--- src/rtl/pe_wsdb_pkg.sv ---
// Shared types and helpers for the weight-stationary PE.
package pe_wsdb_pkg;

    typedef enum logic [1:0] {
        PE_IDLE = 2'd0,
        PE_PASS = 2'd1,
        PE_LOAD = 2'd2,
        PE_PROC = 2'd3
    } pe_mode_t;

    // Clamp a signed value to the signed range of 'width' bits (width < 64).
    // The caller truncates the result to 'width' bits.
    function automatic logic signed [63:0] sat_trunc(input logic signed [63:0] value,
                                                     input int unsigned         width);
        logic signed [63:0] max_v;
        logic signed [63:0] min_v;
        max_v = (64'sd1 <<< (width - 1)) - 64'sd1;
        min_v = -(64'sd1 <<< (width - 1));
        if (value > max_v) begin
            return max_v;
        end
        if (value < min_v) begin
            return min_v;
        end
        return value;
    endfunction

endpackage

--- src/rtl/pe_wsdb_mac_sat.sv ---
// Signed multiply, optional product register, widened add and saturate/wrap.
module pe_mac_sat
    import pe_wsdb_pkg::*;
#(
    parameter int unsigned DATA_W   = 8,
    parameter int unsigned ACC_W    = 24,
    parameter int unsigned PIPE     = 0,
    parameter int unsigned SATURATE = 1
) (
    input  logic                     clk_i,
    input  logic                     rst_i,
    input  logic signed [DATA_W-1:0] weight_i,
    input  logic signed [DATA_W-1:0] act_i,
    input  logic signed [ACC_W-1:0]  addend_i,
    input  logic                     valid_i,
    output logic signed [ACC_W-1:0]  sum_c,
    output logic                     valid_c
);

    localparam int unsigned PROD_W = 2 * DATA_W;

    logic signed [PROD_W-1:0] prod;
    logic signed [PROD_W-1:0] prod_s;
    logic signed [ACC_W-1:0]  addend_s;
    logic                     valid_s;
    logic signed [ACC_W:0]    sum_wide;

    assign prod = PROD_W'(weight_i) * PROD_W'(act_i);

    if (PIPE != 0) begin : g_pipe
        // Stage 1: register product, addend and qualifying valid.
        always_ff @(posedge clk_i) begin
            if (rst_i) begin
                prod_s   <= '0;
                addend_s <= '0;
                valid_s  <= 1'b0;
            end else begin
                prod_s   <= prod;
                addend_s <= addend_i;
                valid_s  <= valid_i;
            end
        end
    end else begin : g_comb
        logic unused_clk_rst;
        assign unused_clk_rst = clk_i ^ rst_i;
        assign prod_s   = prod;
        assign addend_s = addend_i;
        assign valid_s  = valid_i;
    end

    // One guard bit above the accumulator so overflow is visible.
    assign sum_wide = {{(ACC_W + 1 - PROD_W){prod_s[PROD_W-1]}}, prod_s}
                    + {addend_s[ACC_W-1], addend_s};

    if (SATURATE != 0) begin : g_sat
        assign sum_c = ACC_W'(sat_trunc({{(63 - ACC_W){sum_wide[ACC_W]}}, sum_wide}, ACC_W));
    end else begin : g_wrap
        assign sum_c = sum_wide[ACC_W-1:0];
    end

    assign valid_c = valid_s;

endmodule

--- src/rtl/pe_wsdb.sv ---
// Weight-stationary systolic PE with multiple weight banks.
module pe_wsdb
    import pe_wsdb_pkg::*;
#(
    parameter  int unsigned DATA_W    = 8,
    parameter  int unsigned ACC_W     = 24,
    parameter  int unsigned NUM_BANKS = 2,
    parameter  int unsigned PIPE      = 0,
    parameter  int unsigned SATURATE  = 1,
    localparam int unsigned BANK_W    = (NUM_BANKS > 1) ? $clog2(NUM_BANKS) : 1
) (
    input  logic                     clk_i,
    input  logic                     rst_i,
    input  logic signed [ACC_W-1:0]  top_i,
    input  logic                     top_valid_i,
    input  logic signed [DATA_W-1:0] left_i,
    input  logic                     left_valid_i,
    output logic signed [DATA_W-1:0] right_o,
    output logic                     right_valid_o,
    output logic signed [ACC_W-1:0]  bottom_o,
    output logic                     bottom_valid_o,
    input  pe_mode_t                 mode_i,
    input  logic [BANK_W-1:0]        load_bank_i,
    input  logic                     swap_i,
    input  logic                     add_zero_i,
    output logic [BANK_W-1:0]        active_bank_o,
    output logic                     err_o
);

    if (ACC_W < 2 * DATA_W) begin : g_bad_acc_w
        $error("pe_wsdb: ACC_W must be at least 2*DATA_W");
    end
    if (ACC_W > 63) begin : g_bad_acc_max
        $error("pe_wsdb: ACC_W must be at most 63");
    end
    if (NUM_BANKS < 1) begin : g_bad_banks
        $error("pe_wsdb: NUM_BANKS must be at least 1");
    end

    logic signed [DATA_W-1:0] bank_q [NUM_BANKS];
    logic signed [DATA_W-1:0] weight_c;
    logic                     load_req;
    logic                     bank_oob;
    logic                     hit_active;
    logic                     load_ok;
    logic [BANK_W-1:0]        next_bank;
    logic signed [ACC_W-1:0]  mac_addend;
    logic                     mac_valid_in;
    logic signed [ACC_W-1:0]  mac_sum_c;
    logic                     mac_valid_c;

    // Loads are checked against the pointer before any same-cycle swap.
    assign load_req   = (mode_i == PE_LOAD) && top_valid_i;
    assign bank_oob   = 32'(load_bank_i) >= NUM_BANKS;
    assign hit_active = (NUM_BANKS > 1) && (load_bank_i == active_bank_o);
    assign load_ok    = load_req && !bank_oob && !hit_active;
    assign next_bank  = (32'(active_bank_o) == NUM_BANKS - 1) ? '0 : active_bank_o + BANK_W'(1);

    if (NUM_BANKS == 1) begin : g_one_bank
        assign weight_c = bank_q[0];
    end else begin : g_multi_bank
        assign weight_c = bank_q[active_bank_o];
    end

    assign mac_addend   = add_zero_i ? '0 : top_i;
    assign mac_valid_in = (mode_i == PE_PROC) && left_valid_i && (add_zero_i || top_valid_i);

    // Stationary weight bank file.
    always_ff @(posedge clk_i) begin
        if (rst_i) begin
            for (int b = 0; b < int'(NUM_BANKS); b++) begin
                bank_q[b] <= '0;
            end
        end else if (load_ok) begin
            for (int b = 0; b < int'(NUM_BANKS); b++) begin
                if (load_bank_i == BANK_W'(b)) begin
                    bank_q[b] <= top_i[DATA_W-1:0];
                end
            end
        end
    end

    // Active bank pointer and sticky error flag.
    always_ff @(posedge clk_i) begin
        if (rst_i) begin
            active_bank_o <= '0;
            err_o         <= 1'b0;
        end else begin
            if (swap_i) begin
                active_bank_o <= next_bank;
            end
            if (load_req && !load_ok) begin
                err_o <= 1'b1;
            end
        end
    end

    pe_mac_sat #(
        .DATA_W  (DATA_W),
        .ACC_W   (ACC_W),
        .PIPE    (PIPE),
        .SATURATE(SATURATE)
    ) u_mac (
        .clk_i   (clk_i),
        .rst_i   (rst_i),
        .weight_i(weight_c),
        .act_i   (left_i),
        .addend_i(mac_addend),
        .valid_i (mac_valid_in),
        .sum_c   (mac_sum_c),
        .valid_c (mac_valid_c)
    );

    // Activation forwarding and partial-sum output; an in-flight MAC result wins over the current mode.
    always_ff @(posedge clk_i) begin
        if (rst_i) begin
            right_o        <= '0;
            right_valid_o  <= 1'b0;
            bottom_o       <= '0;
            bottom_valid_o <= 1'b0;
        end else begin
            right_o       <= left_i;
            right_valid_o <= left_valid_i;
            if (mac_valid_c) begin
                bottom_o       <= mac_sum_c;
                bottom_valid_o <= 1'b1;
            end else if (mode_i == PE_PASS) begin
                bottom_o       <= top_i;
                bottom_valid_o <= top_valid_i;
            end else begin
                bottom_valid_o <= 1'b0;
            end
        end
    end

endmodule
--- config.mk ---
export PLATFORM = sky130hd
export DESIGN_NAME = pe_wsdb
export DESIGN_NICKNAME = d
export VERILOG_FILES = /design/src/rtl/pe_wsdb_pkg.sv /design/src/rtl/pe_wsdb_mac_sat.sv /design/src/rtl/pe_wsdb.sv
export SDC_FILE = /design/constraint.sdc
export NUM_CORES = 1
export LEC_CHECK = 0
export CAP_MARGIN = 10
export CORE_MARGIN = 2
export CORE_UTILIZATION = 25
export DETAILED_ROUTE_END_ITERATION = 7
export HOLD_SLACK_MARGIN = 0.08
export PLACE_DENSITY = 0.53
export SLEW_MARGIN = 20
export SYNTH_ARGS = -nofsm -noshare
export SYNTH_HDL_FRONTEND = slang
export SYNTH_SLANG_ARGS = --single-unit
export TNS_END_PERCENT = 1
--- constraint.sdc ---
create_clock -name clk_i -period 6.3 [get_ports clk_i]
set_input_delay 0.945 -clock clk_i [delete_from_list [all_inputs] [get_ports clk_i]]
set_output_delay 0.945 -clock clk_i [all_outputs]
set_load 0.005 [all_outputs]
Word level (Yosys, flattened, before mapping):

Memories as Yosys holds them, arrays and structs flattened. A register that Yosys moved wholly into a read port is not among the register bits.
Index checks and enable logic that the tools add are counted.
Widths: inputs -> output; s select.

* add/sub/neg operators: 2
* $mul: 1
* magnitude comparators: 2
* eq/ne operators: 4
* multiplexer cells: 27
* bitwise logic cells: 2
* reduce and logical (&&, ||, !) cells: 9

Operator list (count)
* $mux 24: 7
* $add 16x24->25: 1
* $gt 25x24->1 const B: 1
* $lt 25x24->1 const B: 1
* $mux 1: 18
* $mul 8x8->16: 1
* $mux 8: 2
* $logic_and 1x1->1: 5
* $eq 2x2->1 const B: 2
* $eq 2x1->1 const B: 1
* $logic_not 1->1: 2
* $or 1x1->1: 2
* $reduce_bool 2->1: 1
* $add 1x1->1 const B: 1
* $eq 1x1->1: 1
* $logic_or 1x1->1: 1

* register bits after elaboration: 36
* bits in writable memories: 16
* output and inout bits: 36
* word-level logic and storage cells: 54
* memories: 1

Memories
* bank_q: words 2, bits a word 8, read ports 1, clocked after memory_dff 1, wr ports 2, RTL line pe_wsdb.sv:40 `logic signed [DATA_W-1:0] bank_q [NUM_BANKS];`

Longest topological paths before layout:

Gate-level depths: netlist (run 1).

* depth after elaboration: 8
* mapped depth: 22
* mapped depth without buffers: 20

By module:

Synthesis (run 1) repeated with hierarchy kept, for this count alone.

* cell total of the unflattened synthesis: 706
* area total of the unflattened synthesis: 7300.8 sq um

Modules (own cells, without submodules)
* pe_mac_sat: times used 1, cells each 469, area an instance 4670.7 sq um, sequential area each 0.0 sq um
* pe_wsdb: times used 1, cells each 237, area an instance 2630.0 sq um, sequential area each 1221.2 sq um

Least setup slack after synthesis (run 1):

No wires, ideal clock.

* path kind: input to register
* start: input left_i[0]
* end: register bottom_o[14]
* data arrival time: 6.426 ns
* required time: 6.166 ns
* slack: -0.260 ns
* stages: 18
* buffers on the path: 2
* cell sequence: clkbuf_1 > and2_1 > inv_1 > fa_1 > inv_1 > fa_1 > fa_1 > fa_1 > fa_1 > ha_1 > and3_1 > a22oi_1 > a2bb2oi_4 > a21oi_4 > xor2_4 > buf_6 > maj3_2 > o22ai_1

* longest elaborated chain between the ends: 8

Ends and longest elaborated chain
* start: declaration: RTL line pe_wsdb.sv:16 `input logic signed [DATA_W-1:0] left_i,`
* $mul 8x8->16 (*): RTL line pe_wsdb_mac_sat.sv:28 `assign prod = PROD_W'(weight_i) * PROD_W'(act_i);`
* $add 16x24->25 (*): RTL line pe_wsdb_mac_sat.sv:53 `+ {addend_s[ACC_W-1], addend_s};`
* $lt 25x24->1: RTL line pe_wsdb_pkg.sv:22 `if (value < min_v) begin`
* $mux 1 (2 in a row): RTL line pe_wsdb_pkg.sv:22
* $mux 24: RTL line pe_wsdb_pkg.sv:25 `return value;`
* $mux 24 (*): RTL line pe_wsdb_pkg.sv:22
* $mux 24 (*): RTL line pe_wsdb.sv:124 `if (mac_valid_c) begin`
* end signal: assignment: RTL line pe_wsdb.sv:125 `bottom_o <= mac_sum_c;`
* end signal: assignment: RTL line pe_wsdb.sv:128 `bottom_o <= top_i;`
* end: declaration: RTL line pe_wsdb.sv:20 `output logic signed [ACC_W-1:0] bottom_o,`

Every way passes the cells marked *; elsewhere a longest branch is shown, timed or not. The select of a mux whose other input is x is not followed.
A chain may end at the register's enable or synchronous reset.

Worst setup path after layout (run 1):

* start: input left_i[2]
* end: register bottom_o[13]

Same word-level chain as after synthesis.

==> flow_summary.ini, run 1 <==
[drt]
via_per_inst = 4.405
firstDrtPassIters = 4
routedWlPerCell_um = 15.86
wl_um = 18470
vias = 5127
ant_nets = 0
drc = 0
drt_iter0_markers = 190

[placed_design]
portBuffers = 76
gp_congestion = 0.7990
place_ws_ns = -0.1823
hpwl_um = 15850
place_inst = 1152
placed_area_um2 = 8662

[synthesis]
yosys.area_share.simple = 0.1436
avgSynthCellArea_um2 = 10.22
netlist_instances = 670
synth_warnings = 0
ys_seq_area_frac = 0.1783
synth_edf_count = 16
netlist_area_um2 = 6848
synth_top_area_frac = 0.3157
synth_compound_area_frac = 0.1091
synth_top_family_by_area = adder cells
synthArstFlopShare = 0
synth-xor-area-share = 0.03362
yosys.area.top_type = fa_1
synth_seq_cells = 53
synthAdderAreaFrac = 0.4369
syn_nets = 875
ys.flop_type = dfxtp_1
synthMuxAreaShare = 0.03234
synth_area_leaders = fa_1, dfxtp_1, ha_1
ys_types = 65

[finish]
finalInstanceArea_um2 = 8932
area_growth_pct = 30.44
layout.nets = 1027
layout-drive-gt1-share = 0.1677
n_antenna_cell = 0
layout.cells.non_filler = 1164

[worst_setup_path]
critPathKind = in2reg
crit_arrival_ns = 6.26
path_delay_family = adder cells
max_stage_delay_ns = 0.55
critPathMaxFanout = 11
worstPathRequired_ns = 6.52
crit_chain = clkdlybuf4s50_1 > nand2_1 > fa_2 > buf_4 > fa_1 > inv_1 > fa_1 > fa_1 > ha_1 > ha_1 > a21o_1 > a31o_4 > a211oi_4 > o211ai_4 > xnor2_4 > buf_12 > maj3_1 > o22ai_1
end_kind = flop
cp_num_buf_inv = 4
crit_top_cell = fa_1
cp_slowest_cell = fa_2
r2r_setup_slack_ns = 0.43
start_kind = input pin

[power_and_ir_drop]
pwr-share-clk = 0.062
power.density_nw_per_um2 = 660.6
pwr-share-comb = 0.862
seqPwrFrac = 0.076
peakVddDrop_mv = 0.6240
power.leakage_uw = 0.004148
swShare = 0.4541
netSwitchingPower_uw = 2679
p_int_uw = 3222

[global_route]
grt.total_usage = 0.1365
antenna_found_initial = 0
grt_use_met3 = 0.01586
grt_util_met1 = 0.2075
grt_max_degree = 23
grtUsageMet2 = 0.2128
grt_first_pass_wirelength_um = 30750
first_global_vias = 5529
grt-busiest-layer = met2
grt_overflow = 0

[timing]
min_period_over_period = 0.9587
maxSlewViolCount = 0
maxSlewHeadroom = 0.2377
fin_hold_ws_ns = 0.4958
skew_ns = 0.01053
fmax_mhz = 165.6
fin_crit_ns = 6.040
fin_ws_ns = 0.2603
hold_viol = 0
setup_viol = 0
worstMarginPinSlew_ns = 1.140
setup_tns_ns = 0
rsz0062_at_grt = no

[clock_tree]
h-tree-depth = 2
ctsHoldBuffers = 0
cts_tree = built
clockBufferDepth = 2
root_buffer = clkbuf_16
clkSlewWorstSetupHoldPaths_ns = 0.08
clock_latency_ns = 0.30
cts_num_sinks = 53
numCtsBuffers = 5

[floorplanning]
core_um2 = 26950
rows = 60
start_util = 0.2541
die-area_um2 = 28730
die_y_um = 169.5
pin_count = 77
die_x_um = 169.5

[min_path]
min_path_type = reg2reg

[run_status]
status = finished, final reports clean

[run]
drv_cap = 0
## repair_timing
action                     in CTS  in global routing
hold endpoints to repair        0                  0
resized for setup               0                 12
buffers inserted                0                  2
setup endpoints to repair       0                 24
## layout by cell type (no fill, tap or decap), types with 4 or more instances in the layout
cell | Yosys | final
edfxtp_1 | 16 | 16
o211a_1 | 5 | 5
dfxtp_1 | 37 | 36
buf_4 | 1 | 82
xnor2_1 | 12 | 12
xor2_1 | 8 | 8
a21oi_1 | 18 | 18
o22ai_1 | 12 | 12
nor2_1 | 18 | 18
mux2i_1 | 12 | 12
and3_1 | 4 | 4
buf_12 | 0 | 6
nand2b_1 | 11 | 11
nor2b_1 | 36 | 35
mux2_2 | 9 | 9
o311a_1 | 6 | 6
ha_1 | 56 | 55
and2_1 | 36 | 35
nor3_1 | 4 | 4
nand3_1 | 15 | 15
dlymetal6s2s_1 | 0 | 6
nand2_1 | 59 | 59
maj3_1 | 5 | 5
inv_1 | 92 | 91
a21o_1 | 10 | 10
o21ai_0 | 9 | 9
clkbuf_16 | 0 | 5
fa_1 | 108 | 107
maj3_2 | 7 | 7
clkdlybuf4s50_1 | 0 | 70
## per-stage QoR
step           utilization  power (uW)
2_1_floorplan            -        3647
3_3_place_gp        0.3214        5426
3_5_place_dp        0.3214        5437
4_1_cts             0.3286        5854
5_1_grt             0.3314        6486
6_report            0.3314        5901
## layer usage
layer	vias up	share of wire
met2	65	0.45
met4	0	0.0079
met1	2542	0.52
met3	14	0.023
li1	2506	-
met5	-	0
## path summary, 6_finish.rpt
check	start	end	cells past startpoint
worst min register to register	err_o$_SDFFE_PP0P_	err_o$_SDFFE_PP0P_	2
worst max-delay path	left_i[2]	bottom_o[13]$_SDFFE_PP0P_	18
worst min-delay path	err_o$_SDFFE_PP0P_	err_o$_SDFFE_PP0P_	2
worst max register to register	flop	bottom_o[13]$_SDFFE_PP0P_	19
## logic make-up after synthesis
group	after synthesis
buffers and inverters	114
XOR/XNOR	22
AND/OR/NAND/NOR	191
AO/OA/AOI/OAI	93
adder cells (fa/ha/maj)	176
flip-flops	53
multiplexers	21
## layout make-up
cell class              count  area (um2)
clock buffers               5       125.1
repair inverters            1       5.005
multi-input cells         504        5220
flip-flops and latches     53        1222
clock inverters             3       68.82
well taps                 341       426.7
repair buffers            164        1511
inverters                  93       352.8
fillers                  2761       18020
## power by group through the flow
stage / Sequential (uW) / Clock, uW / Combinational (uW)
3_3_place_gp: 456 / 0 / 4970
2_1_floorplan: 443 / 0 / 3200
6_report: 447 / 366 / 5090
4_1_cts: 446 / 372 / 5040
3_5_place_dp: 452 / 0 / 4990
5_1_grt: 453 / 387 / 5650
## Yosys cell counts, types with 8 or more instances
master,instances
o22ai_1,12
and2_1,36
nand3_1,15
fa_1,108
o21ai_0,9
edfxtp_1,16
inv_1,92
mux2i_1,12
xor2_1,8
a21oi_1,18
nand2b_1,11
mux2_2,9
clkbuf_1,10
nor2b_1,36
ha_1,56
xnor2_1,12
nand2_1,59
a21o_1,10
nor2_1,18
dfxtp_1,37
## registers in the layout, indices dropped and copies added, names as in the netlist, named ones only
signal          flops
right_valid_o       1
bottom_o           24
right_o             8
err_o               1
active_bank_o       1
bottom_valid_o      1
bank_q             16
## worst reg2reg max path, stage by stage (launching register included)
cell and delay, ns:
dfxtp_2 0.44, mux2_2 0.46, and2_2 0.25, buf_12 0.16, fa_1 0.51, inv_1 0.05, fa_1 0.53, inv_1 0.05
fa_1 0.48, fa_1 0.49, ha_1 0.30, ha_1 0.31, a21o_1 0.21, a31o_4 0.27, a211oi_4 0.30, o211ai_4 0.13
xnor2_4 0.20, buf_12 0.20, maj3_1 0.34, o22ai_1 0.13
No activity file was read; power rests on OpenSTA's default activity.
==> run 2: changes to the inputs <==
--- a/config.mk
+++ b/config.mk
@@ -6,6 +6,7 @@
 export NUM_CORES = 1
 export LEC_CHECK = 0
 export CAP_MARGIN = 10
+export CORE_ASPECT_RATIO = 1.4
 export CORE_MARGIN = 2
 export CORE_UTILIZATION = 25
 export DETAILED_ROUTE_END_ITERATION = 7
==> run 2 against run 1 <==
Net effect: worst setup slack better by 0.028 ns; critical endpoint is now bottom_o[2]$_SDFFE_PP0P_; critical path type unchanged; global-route usage grew 0.54 points; flip-flop and latch count did not move; maximum frequency grew 0.46%; clock skew down 0.0048 ns; routed wire length rose by 3.1%; worst hold slack worse by 0.010 ns; clock power decreased by 19%; largest cell class unchanged.
==> flow_summary.ini, run 2 (synthesized netlist as in run 1, its figures left out) <==
[worst_setup_path]
crit_arrival_ns = 6.26
end_kind = flop
r2r_cells = 19
worstPathRequired_ns = 6.55
r2r_setup_slack_ns = 0.35
rr_endpoint = bottom_o[2]$_SDFFE_PP0P_
critPathKind = in2reg
start_kind = input pin
critPathMaxFanout = 7

[power_and_ir_drop]
power.density_nw_per_um2 = 654.0
pwr-share-comb = 0.874
seqPwrFrac = 0.076
power.leakage_uw = 0.004197
peakVddDrop_mv = 0.4801
swShare = 0.4601
p_int_uw = 3188
pwr-share-clk = 0.050
p_total_uw = 5904
netSwitchingPower_uw = 2716

[clock_tree]
h-tree-depth = 2
numCtsBuffers = 5
clockBufferDepth = 2
ctsHoldBuffers = 0
clock_latency_ns = 0.30
root_buffer = clkbuf_16
cts_tree = built
clkSlewWorstSetupHoldPaths_ns = 0.07
cts_num_sinks = 53

[finish]
layout.nets = 1044
n_antenna_cell = 0
layout_common_cells = fa_1, buf_4, inv_1, clkdlybuf4s50_1, nand2_1
layout_commonest_cell = fa_1
area_growth_pct = 31.83
finalInstanceArea_um2 = 9027
largest_register = bottom_o
layout-drive-gt1-share = 0.1857
largest_reg_flops = 24
reg_top3 = bottom_o (24), bank_q (16), right_o (8)

[placed_design]
placed_area_um2 = 8810
portBuffers = 76
hpwl_um = 16250
gp_congestion = 0.8857

[min_path]
worstHoldStart = err_o$_SDFFE_PP0P_
min_to = err_o$_SDFFE_PP0P_
holdPathStages = 2
min_path_type = reg2reg

[timing]
min_period_over_period = 0.9543
skew_ns = 0.005711
hold_viol = 0
worstMarginPinSlew_ns = 0.7319
setup_viol = 0
maxSlewViolCount = 0
maxSlewHeadroom = 0.5083
rsz0062_at_grt = no
fmax_mhz = 166.3
fin_crit_ns = 6.012

[global_route]
antenna_found_initial = 0
first_global_vias = 5818
grt_max_degree = 25
grt_overflow = 0
grt.total_usage = 0.1418
grt_first_pass_wirelength_um = 31600

[floorplanning]
core_um2 = 26920
pin_count = 77
start_util = 0.2544
die-area_um2 = 28750
rows = 71
die_y_um = 199.8
die_x_um = 143.9

[drt]
ant_nets = 0
wl_um = 19040
vias = 5274
firstDrtPassIters = 4
drt_iter0_markers = 269
drc = 0
via_per_inst = 4.377
routedWlPerCell_um = 15.80

[run]
drv_cap = 0

[run_status]
status = finished, final reports clean
[run 2: cell types whose count changed in the layout (fill, tap and decap cells not counted), moves of 2 or more]
cell,change
bufinv_16,-2
buf_4,+21
dlymetal6s2s_1,-2
buf_12,-2
clkdlybuf4s50_1,+2
clkinv_4,+2
[run 2: what timing repair did]
item | CTS | global route
gates resized for setup | 0 | 13
setup buffers | 0 | 2
endpoints found under the setup margin | 0 | 24
hold endpoints to repair | 0 | 0
[run 2: critical path: stages]
cell and delay (ns):
clkdlybuf4s50_1 0.44, clkinv_1 0.08, buf_4 0.14, nor2_1 0.07
fa_1 0.55, inv_1 0.06, fa_1 0.53, inv_1 0.05
fa_1 0.51, fa_1 0.49, ha_1 0.31, ha_1 0.35
a2111o_1 0.41, o211ai_1 0.29, o211ai_4 0.15, xnor2_4 0.19
buf_4 0.18, a31oi_4 0.22, buf_4 0.16, o311a_1 0.15
[run 2: worst max-delay path by stage]
stage	cells past startpoint	slack (ns)	endpoint	start
detailed placement	18	-0.20	bottom_o[11]$_SDFFE_PP0P_	left_i[6]
global placement	18	-0.17	bottom_o[12]$_SDFFE_PP0P_	left_i[6]
floorplan	18	0.06	bottom_o[14]$_SDFFE_PP0P_	left_i[0]
CTS	18	0.09	bottom_o[11]$_SDFFE_PP0P_	left_i[6]
global route	17	0.02	bottom_o[10]$_SDFFE_PP0P_	left_i[2]
finish	20	0.29	bottom_o[2]$_SDFFE_PP0P_	left_i[7]
[run 2: final cells by class]
| type | instances | area (um2) |
|---|---|---|
| Multi-Input combinational cell | 503 | 5225 |
| Timing Repair Buffer | 183 | 1624 |
| Fill cell | 2776 | 17890 |
| Clock buffer | 5 | 125.1 |
| Inverter | 93 | 349.1 |
| Sequential cell | 53 | 1221 |
| Clock inverter | 3 | 26.28 |
| Tap cell | 365 | 456.7 |
[run 2: metrics by stage]
stage | util | TNS, ns | hold WS [ns] | std cells | setup WS [ns]
detailed placement | 0.3273 | -3.539 | 0.4669 | 1195 | -0.2015
floorplan | - | 0 | 0.4604 | 670 | 0.05891
global route | 0.3354 | 0 | 0.5421 | 1205 | 0.01754
global placement | 0.3273 | -2.997 | 0.4641 | 1195 | -0.1742
finish | 0.3354 | 0 | 0.4856 | 1205 | 0.2879
CTS | 0.3329 | 0 | 0.4889 | 1203 | 0.08552
[run 2: power by group through the flow]
stage | logic [uW] | clock network, uW | registers [uW]
6_report | 5160 | 295 | 446
5_1_grt | 5730 | 313 | 454
4_1_cts | 5070 | 303 | 448
3_5_place_dp | 5020 | 0 | 454
3_3_place_gp | 5020 | 0 | 458
2_1_floorplan | 3200 | 0 | 443
[run 2: metal layers]
layer	global-route usage	vias up	share of wire	wire length (um)
met5	0	-	0	0
met4	0.03123	0	0.019	360
met3	0.01240	18	0.034	651
met2	0.2533	98	0.52	9850
met1	0.1863	2622	0.43	8176
li1	-	2536	-	-
